==> src/rtl/fc1_seq.sv <==
// FC1 layer sequencer: streams one weight word per input index for each group of
// NUM_PE neurons, drives the PE datapath controls and hands each group to a consumer.
module fc1_seq #(
  parameter int IN1_N  = 132,
  parameter int OUT1_M = 10,
  parameter int NUM_PE = 4,
  parameter int ADDR_W = 12
) (
  input  logic                         clk,
  input  logic                         rst_n,
  input  logic                         start,
  output logic                         busy,
  output logic                         done,
  output logic                         mem_req,
  output logic [ADDR_W-1:0]            mem_addr,
  input  logic                         mem_gnt,
  input  logic [8*NUM_PE-1:0]          mem_rdata,
  output logic                         dp_clr,
  output logic                         dp_acc,
  output logic [$clog2(IN1_N)-1:0]     dp_x_idx,
  output logic [8*NUM_PE-1:0]          dp_w,
  output logic                         dp_cap,
  output logic [$clog2(OUT1_M):0]      dp_base,
  output logic [NUM_PE-1:0]            dp_mask,
  output logic                         grp_valid,
  input  logic                         grp_next
);

  localparam int IDX_W  = $clog2(IN1_N);
  localparam int BASE_W = $clog2(OUT1_M) + 1;
  localparam int G      = (OUT1_M + NUM_PE - 1) / NUM_PE;

  localparam logic [IDX_W-1:0]  IDX_LAST = IDX_W'(IN1_N - 1);
  localparam logic [BASE_W-1:0] GRP_LAST = BASE_W'(G - 1);
  localparam logic [BASE_W-1:0] BASE_STEP = BASE_W'(NUM_PE);

  typedef enum logic [2:0] {IDLE, CLEAR, STREAM, DRAIN, CAPTURE, WAIT} state_t;

  state_t            state;
  logic [IDX_W-1:0]  idx;
  logic [BASE_W-1:0] group;

  function automatic logic [NUM_PE-1:0] lane_mask(input logic [BASE_W-1:0] base);
    logic [NUM_PE-1:0] m;
    m = '0;
    for (int k = 0; k < NUM_PE; k++) begin
      m[k] = (int'(base) + k) < OUT1_M;
    end
    return m;
  endfunction

  // mem_addr simply keeps counting across groups: the word after the last one of
  // group g is the first one of group g+1, so no multiply is needed.
  always_ff @(posedge clk or negedge rst_n) begin
    if (!rst_n) begin
      state     <= IDLE;
      idx       <= '0;
      group     <= '0;
      busy      <= 1'b0;
      done      <= 1'b0;
      mem_req   <= 1'b0;
      mem_addr  <= '0;
      dp_clr    <= 1'b0;
      dp_acc    <= 1'b0;
      dp_x_idx  <= '0;
      dp_cap    <= 1'b0;
      dp_base   <= '0;
      dp_mask   <= '0;
      grp_valid <= 1'b0;
    end else begin
      dp_clr <= 1'b0;
      dp_acc <= 1'b0;
      dp_cap <= 1'b0;
      done   <= 1'b0;
      case (state)
        IDLE: begin
          if (start) begin
            group    <= '0;
            dp_base  <= '0;
            dp_mask  <= lane_mask('0);
            mem_addr <= '0;
            busy     <= 1'b1;
            dp_clr   <= 1'b1;
            state    <= CLEAR;
          end
        end
        CLEAR: begin
          idx     <= '0;
          mem_req <= 1'b1;
          state   <= STREAM;
        end
        STREAM: begin
          if (mem_gnt) begin
            dp_acc   <= 1'b1;
            dp_x_idx <= idx;
            mem_addr <= mem_addr + ADDR_W'(1);
            if (idx == IDX_LAST) begin
              mem_req <= 1'b0;
              state   <= DRAIN;
            end else begin
              idx <= idx + IDX_W'(1);
            end
          end
        end
        DRAIN: begin
          dp_cap <= 1'b1;
          state  <= CAPTURE;
        end
        CAPTURE: begin
          grp_valid <= 1'b1;
          state     <= WAIT;
        end
        WAIT: begin
          if (grp_next) begin
            grp_valid <= 1'b0;
            if (group == GRP_LAST) begin
              busy  <= 1'b0;
              done  <= 1'b1;
              state <= IDLE;
            end else begin
              group   <= group + BASE_W'(1);
              dp_base <= dp_base + BASE_STEP;
              dp_mask <= lane_mask(dp_base + BASE_STEP);
              dp_clr  <= 1'b1;
              state   <= CLEAR;
            end
          end
        end
        default: state <= IDLE;
      endcase
    end
  end

  // Read data lands the cycle after the grant, together with dp_acc.
  always_comb begin
    dp_w = '0;
    if (dp_acc) begin
      for (int k = 0; k < NUM_PE; k++) begin
        if (dp_mask[k]) dp_w[8*k +: 8] = mem_rdata[8*k +: 8];
      end
    end
  end

endmodule

==> config.mk <==
export PLATFORM = sky130hd
export DESIGN_NAME = fc1_seq
export DESIGN_NICKNAME = d
export VERILOG_FILES = /design/src/rtl/fc1_seq.sv
export SDC_FILE = /design/constraint.sdc
export NUM_CORES = 1
export LEC_CHECK = 0
export ABC_AREA = 1
export CAP_MARGIN = 20
export CORE_MARGIN = 3
export CORE_UTILIZATION = 48
export DETAILED_ROUTE_END_ITERATION = 10
export GPL_ROUTABILITY_DRIVEN = 1
export PLACE_DENSITY = 0.95
export SLEW_MARGIN = 20
export SYNTH_ARGS = -nofsm -noshare
export SYNTH_HDL_FRONTEND = slang
export SYNTH_SLANG_ARGS = --single-unit
==> constraint.sdc <==
create_clock -name clk -period 3 [get_ports clk]
set_clock_uncertainty 0.05 [all_clocks]
set_input_delay 0.6 -clock clk [delete_from_list [all_inputs] [get_ports clk]]
set_output_delay 0.6 -clock clk [all_outputs]
set_load 0.1 [all_outputs]
==> impl_metrics.yaml, run 1 <==
power_and_ir_drop:
  power_frac_seq_pct: 27.8
  comb_power_share_pct: 60.7
  p_leak_nw: 2.13
  vdd_ir_drop_max_mv: 0.722
  pwr-share-clk_pct: 11.5
  finalPower_mw: 3.35
  internal_power_mw: 1.46
  switching_share_pct: 56.3
  power_density_nw_per_um2: 795
  switching_power_mw: 1.88
finish:
  area_growth_pct: 48.8
  final_cell_mix: "nand2_1 (91), nor2_1 (74), inv_1 (66)"
  nets: 540
  multiInputGateArea_um2: 1270
  seq_area_um2: 1250
  drive_above_1_share_pct: 18.0
  final_common_cell: "nand2_1"
  fill_cells: 371
  diodes: 0
clock_tree:
  cts_tree: "yes"
  cts_made_buffers: 5
  clk_latency_ns: 0.30
  cts_sinks: 50
  cts_resized: 0
  ctsRootBufferMaster: "clkbuf_8"
  post_cts_buffers: 0
  htreeDepth: 2
  hold_buffers: 0
  clkTransAtPathRegs_ns: 0.09
  clockBufferDepth: 2
die:
  die_w_um: 82.8
  design.portCount: 105
  core_area_um2: 5610
  fp.dieH_um: 82.8
  rows: 27
  die-area_um2: 6850
  initial_core_util_pct: 50.5
sta:
  fin_crit_sh_pct: 73.1
  fin_crit_ns: 2.19
  setup_viol: 0
  fmax_ghz: 0.456
  slew_headroom_pct: 60.2
  setup-tns-final_ns: 0
  worstMarginPinSlew_ns: 0.597
  hold_viol_final: 0
  maxSlewViolCount: 0
  rsz0062_at_grt: "false"
outcome:
  outcome: "completed"
global_routing:
  grtUsageTotal_pct: 24.0
  grt_max_degree: 27
  antenna_found_initial: 0
  grt-ovfl-total: 0
  grt_pass1_vias: 2714
  grt_pass1_wl_mm: 12.6
placed_design:
  place_congestion: 0.890
  port-buffer-count: 102
  hpwl_mm: 6.45
route:
  via_count: 2913
  wl_per_cell_um: 14.4
  drt-pass1-iter-count: 5
  drc: 0
  ant_nets: 0
  viasPerCell: 5.15
  drt_iter0_drc: 280
  wl_mm: 8.15
logic_synthesis:
  ys_top_cells_by_area: "dfrtp_1 (44%), nand2_1 (12%), nor2_1 (9.8%)"
  syn_area_per_cell_um2: 7.22
  yosys.area.top_type: "dfrtp_1"
  synth_warnings: 0
  yosysSeqAreaShare_pct: 44.2
  synth_top_cell_area_share_pct: 44.2
  synth.distinct_cells: 29
  post_synth_inst_count: 392
  syn-cell-area_um2: 2830
  ys_ff_latch: 50
setup_path:
  end_kind: "primary output"
  cp.arrival_ns: 1.54
  required_ns: 2.35
  start_kind: "input port"
  path_class: "in2out"
  path_max_fanout: 1
job:
  drv_cap: 0
hold_path:
  min_path_type: "in2async"
[final cells by class]
class                      count  area share [%]
sequential                    50            29.7
inverter                      69            6.15
tap                           72            2.14
clock buffer                   6            1.96
timing repair buffer         103            29.9
multi-input combinational    266            30.1
[state kept, by name (all words and copies together) (netlist names)]
name and flops:
dp_acc 1, busy 1, state 3, idx 8, dp_base 3, grp_valid 1, done 1, mem_addr 12
dp_mask 4, dp_clr 1, dp_x_idx 8, group 5, mem_req 1, dp_cap 1
[worst max-delay path: stages]
cell and delay, ns:
clkdlybuf4s50_1 0.47, inv_1 0.04, nor2_1 0.21, buf_12 0.21
[cell usage after synthesis]
cell type  number
nand2_1        91
nor2_1         74
inv_1          66
dfrtp_1        50
nand3_1        25
o21ai_0        19
nand4_1        10
o21ai_1         9
ha_1            8
a21oi_1         5
xor2_1          5
buf_4           4
inv_2           3
nand2_2         3
nand3_2         3
buf_2           2
nor2_2          2
nor3_1          2
a31oi_1         1
buf_6           1
clkbuf_1        1
conb_1          1
nand2_4         1
nand3_4         1
nor2_4          1
o21a_1          1
o21bai_1        1
o22ai_1         1
or2_2           1
[power by group through the flow]
stage / clock network (mW) / registers [mW] / logic, mW
after detailed placement: 0 / 0.936 / 2.03
after floorplan: 0 / 1.55 / 0.874
final: 0.385 / 0.928 / 2.03
after global routing: 0.417 / 0.947 / 2.14
after CTS: 0.394 / 0.924 / 2.04
after global placement: 0 / 0.928 / 1.98
[routing by layer]
metal  share of wire (%)  routed length [µm]  GRT usage, %
met5                   0                   0             0
met4                 2.2                 178          8.01
met3                 9.5                 772          5.51
met2                  50                4110          43.3
met1                  38                3090          28.0
[worst paths after layout]
kind                               startpoint          end  slack, ns  cells after the start
worst min register to register    dp_x_idx[2]  dp_x_idx[2]       0.45                      2
min in group clk                  dp_x_idx[2]  dp_x_idx[2]       0.45                      2
worst min-delay path                    rst_n  mem_addr[6]       0.24                      1
worst max-delay path            mem_rdata[28]     dp_w[28]       0.81                      4
max in group asynchronous               rst_n       idx[1]       1.90                      2
worst max register to register       state[2]       idx[3]       1.05                      8
[logic make-up after synthesis]
kind of cell / share of synthesized area (%)
XOR/XNOR: 1.55
buffers and inverters: 11.1
AO/OA/AOI/OAI: 6.81
adder cells (fa/ha/maj): 3.54
flip-flops: 44.2
other: 0.132
AND/OR/NAND/NOR: 32.7
[stage by stage]
step                instance area, µm²  instances  setup slack (ns)  hold slack [ns]  utilization (%)
floorplan                         2830        393            -0.255            0.254                -
detailed placement                4130        560             0.808            0.423             73.6
CTS                               4210        566             0.812            0.248             75.1
finish                            4210        566             0.808            0.236             75.1
global placement                  4130        560             0.842            0.423             73.6
global route                      4210        566             0.780            0.264             75.1
No activity file was read; power rests on OpenSTA's default activity.
==> run 2: changes to the inputs <==
--- a/config.mk
+++ b/config.mk
@@ -8,10 +8,10 @@
 export ABC_AREA = 1
 export CAP_MARGIN = 20
 export CORE_MARGIN = 3
-export CORE_UTILIZATION = 48
+export CORE_UTILIZATION = 40
 export DETAILED_ROUTE_END_ITERATION = 10
 export GPL_ROUTABILITY_DRIVEN = 1
-export PLACE_DENSITY = 0.95
+export PLACE_DENSITY = 0.85
 export SLEW_MARGIN = 20
 export SYNTH_ARGS = -nofsm -noshare
 export SYNTH_HDL_FRONTEND = slang
==> constraint.sdc (replaced) <==
create_clock -name clk -period 2 [get_ports clk]
set_clock_uncertainty 0.05 [all_clocks]
set_input_delay 0.4 -clock clk [delete_from_list [all_inputs] [get_ports clk]]
set_output_delay 0.4 -clock clk [all_outputs]
set_load 0.1 [all_outputs]
==> run 2 against run 1 <==
Against the previous run:
- sequential share of layout area is 3.2 points lower
- global-route usage is 4.4 points lower
- largest power group unchanged
- cell count is 5.3% higher
- first-iteration DRC count is 31% lower
- hold slack worse by 0.21 ns
- non-clock buffer count is 4 higher
- utilization is 4.8 points lower
- wire length is 4.6% lower
- via count is 0.55% lower
- critical endpoint is now dp_w[0]
- sequential cell count stayed put
- setup slack worse by 0.70 ns
- critical path depth is 1 lower
==> impl_metrics.yaml, run 2 (synthesized netlist as in run 1, its figures left out) <==
setup_path:
  end_kind: "primary output"
  cp-startpoint: "dp_acc"
  cp_slowest_cell: "dfrtp_4"
  rr_worst_depth: 6
  reg2reg_setup_slack_ns: 0.28
  timing.rr.end: "mem_addr[8]"
  crit_buf_inv: 1
  start_kind: "flop"
  path_max_fanout: 8
  required_ns: 1.55
  cp.arrival_ns: 1.45
  path_cells: "nand2_2, nor2_4, buf_12"
  cpPeakStageDelay_ns: 0.54
  crit_family: "flip-flops"
  r2r_start: "state[0]"
  path_class: "reg2out"
outcome:
  outcome: "completed"
route:
  viasPerCell: 4.86
  wl_per_cell_um: 13.1
  drc: 0
  wl_mm: 7.78
  via_count: 2897
  drt_iter0_drc: 194
  drt-pass1-iter-count: 5
  ant_nets: 0
global_routing:
  grt_pass1_wl_mm: 13.2
  grt_max_degree: 28
  grtUsageTotal_pct: 19.6
  grt-ovfl-total: 0
  grt_pass1_vias: 2776
  antenna_found_initial: 0
die:
  initial_core_util_pct: 41.4
  design.portCount: 105
  core_area_um2: 6830
  die_w_um: 90.1
  rows: 30
  die-area_um2: 8120
  fp.dieH_um: 90.1
sta:
  rsz0062_at_grt: "false"
  hold_viol_final: 0
  setup-tns-final_ns: 0
  fin_crit_sh_pct: 94.8
  fin_crit_ns: 1.90
  fmax_ghz: 0.528
  maxSlewViolCount: 0
  fin_hold_ws_ns: 0.0255
  setup_viol: 0
clock_tree:
  clockBufferDepth: 2
  ctsRootBufferMaster: "clkbuf_8"
  clkTransAtPathRegs_ns: 0.09
  cts_resized: 0
  cts_made_buffers: 5
  cts_tree: "yes"
  hold_buffers: 0
  post_cts_buffers: 0
  htreeDepth: 2
  cts_sinks: 50
  clk_latency_ns: 0.30
finish:
  regMostFlops: "mem_addr"
  design_area_um2: 4800
  top_regs: "mem_addr x12, dp_x_idx x8, idx x8"
  nets: 544
  diodes: 0
  fill_cells: 507
  area_growth_pct: 69.6
  largest_reg_flops: 12
  multiInputGateArea_um2: 1520
  final_cell_mix: "nand2_1 (87), inv_1 (66), buf_12 (52)"
  seq_area_um2: 1270
  drive_above_1_share_pct: 27.4
  final_common_cell: "nand2_1"
placed_design:
  place_congestion: 0.873
  hpwl_mm: 6.45
  postPlaceCellArea_um2: 4710
  port-buffer-count: 102
power_and_ir_drop:
  p_leak_nw: 2.21
  vdd_ir_drop_max_mv: 1.15
  power_density_nw_per_um2: 1140
job:
  drv_cap: 0
hold_path:
  min_path_type: "in2async"
run 2: cell types whose count changed in the layout (fill, tap and decap cells not counted), sizes merged:
| cell | change |
|---|---|
| buf | +4 |
| clkbuf | +1 |
| clkinv | +1 |
run 2: worst reg2reg max path: stages, from the launching register on:
cell and delay (ns):
dfrtp_1 0.48, nor2_1 0.23, nand3_2 0.23, nand2_2 0.31
inv_1 0.14, nand2_1 0.08, o21ai_0 0.07
run 2: layout make-up:
class | count | area share (%)
repair buffers | 107 | 32.1
multi-input cells | 266 | 31.6
flip-flops and latches | 50 | 26.5
inverters | 69 | 5.39
well taps | 96 | 2.50
clock buffers | 7 | 1.80
clock inverters | 1 | 0.104
run 2: worst max-delay path by stage:
| stage | end | depth (start not counted) | slack [ns] |
|---|---|---|---|
| finish | dp_w[0] | 3 | 0.10 |
| global route | dp_w[0] | 3 | 0.04 |
| CTS | dp_w[24] | 3 | 0.08 |
| detailed placement | mem_addr[8] | 6 | 0.09 |
| global placement | mem_addr[8] | 6 | 0.19 |
| floorplan | dp_w[0] | 2 | 0.04 |
run 2: per-layer routing:
| layer | vias up | global-route usage (%) | wire, µm |
|---|---|---|---|
| li1 | 1415 | - | - |
| met1 | 1355 | 25.3 | 3190 |
| met2 | 118 | 34.7 | 4000 |
| met3 | 9 | 3.51 | 522 |
| met4 | 0 | 3.44 | 65 |
| met5 | - | 0 | 0 |
run 2: through the flow:
stage | instances | utilization, % | setup WS (ns) | power, mW
3_3_place_gp | 588 | 68.9 | 0.195 | 4.85
4_1_cts | 596 | 70.3 | 0.0804 | 5.53
2_1_floorplan | 393 | - | 0.0389 | 3.80
6_report | 596 | 70.3 | 0.105 | 5.50
3_5_place_dp | 588 | 68.9 | 0.0936 | 4.93
5_1_grt | 596 | 70.3 | 0.0364 | 5.75
run 2: power breakdown:
part           switching (mW)  internal (mW)  leakage (nW)
clock network           0.318          0.280        0.0482
registers               0.260           1.23         0.656
logic                    2.40           1.01          1.51
total                    2.98           2.52          2.21
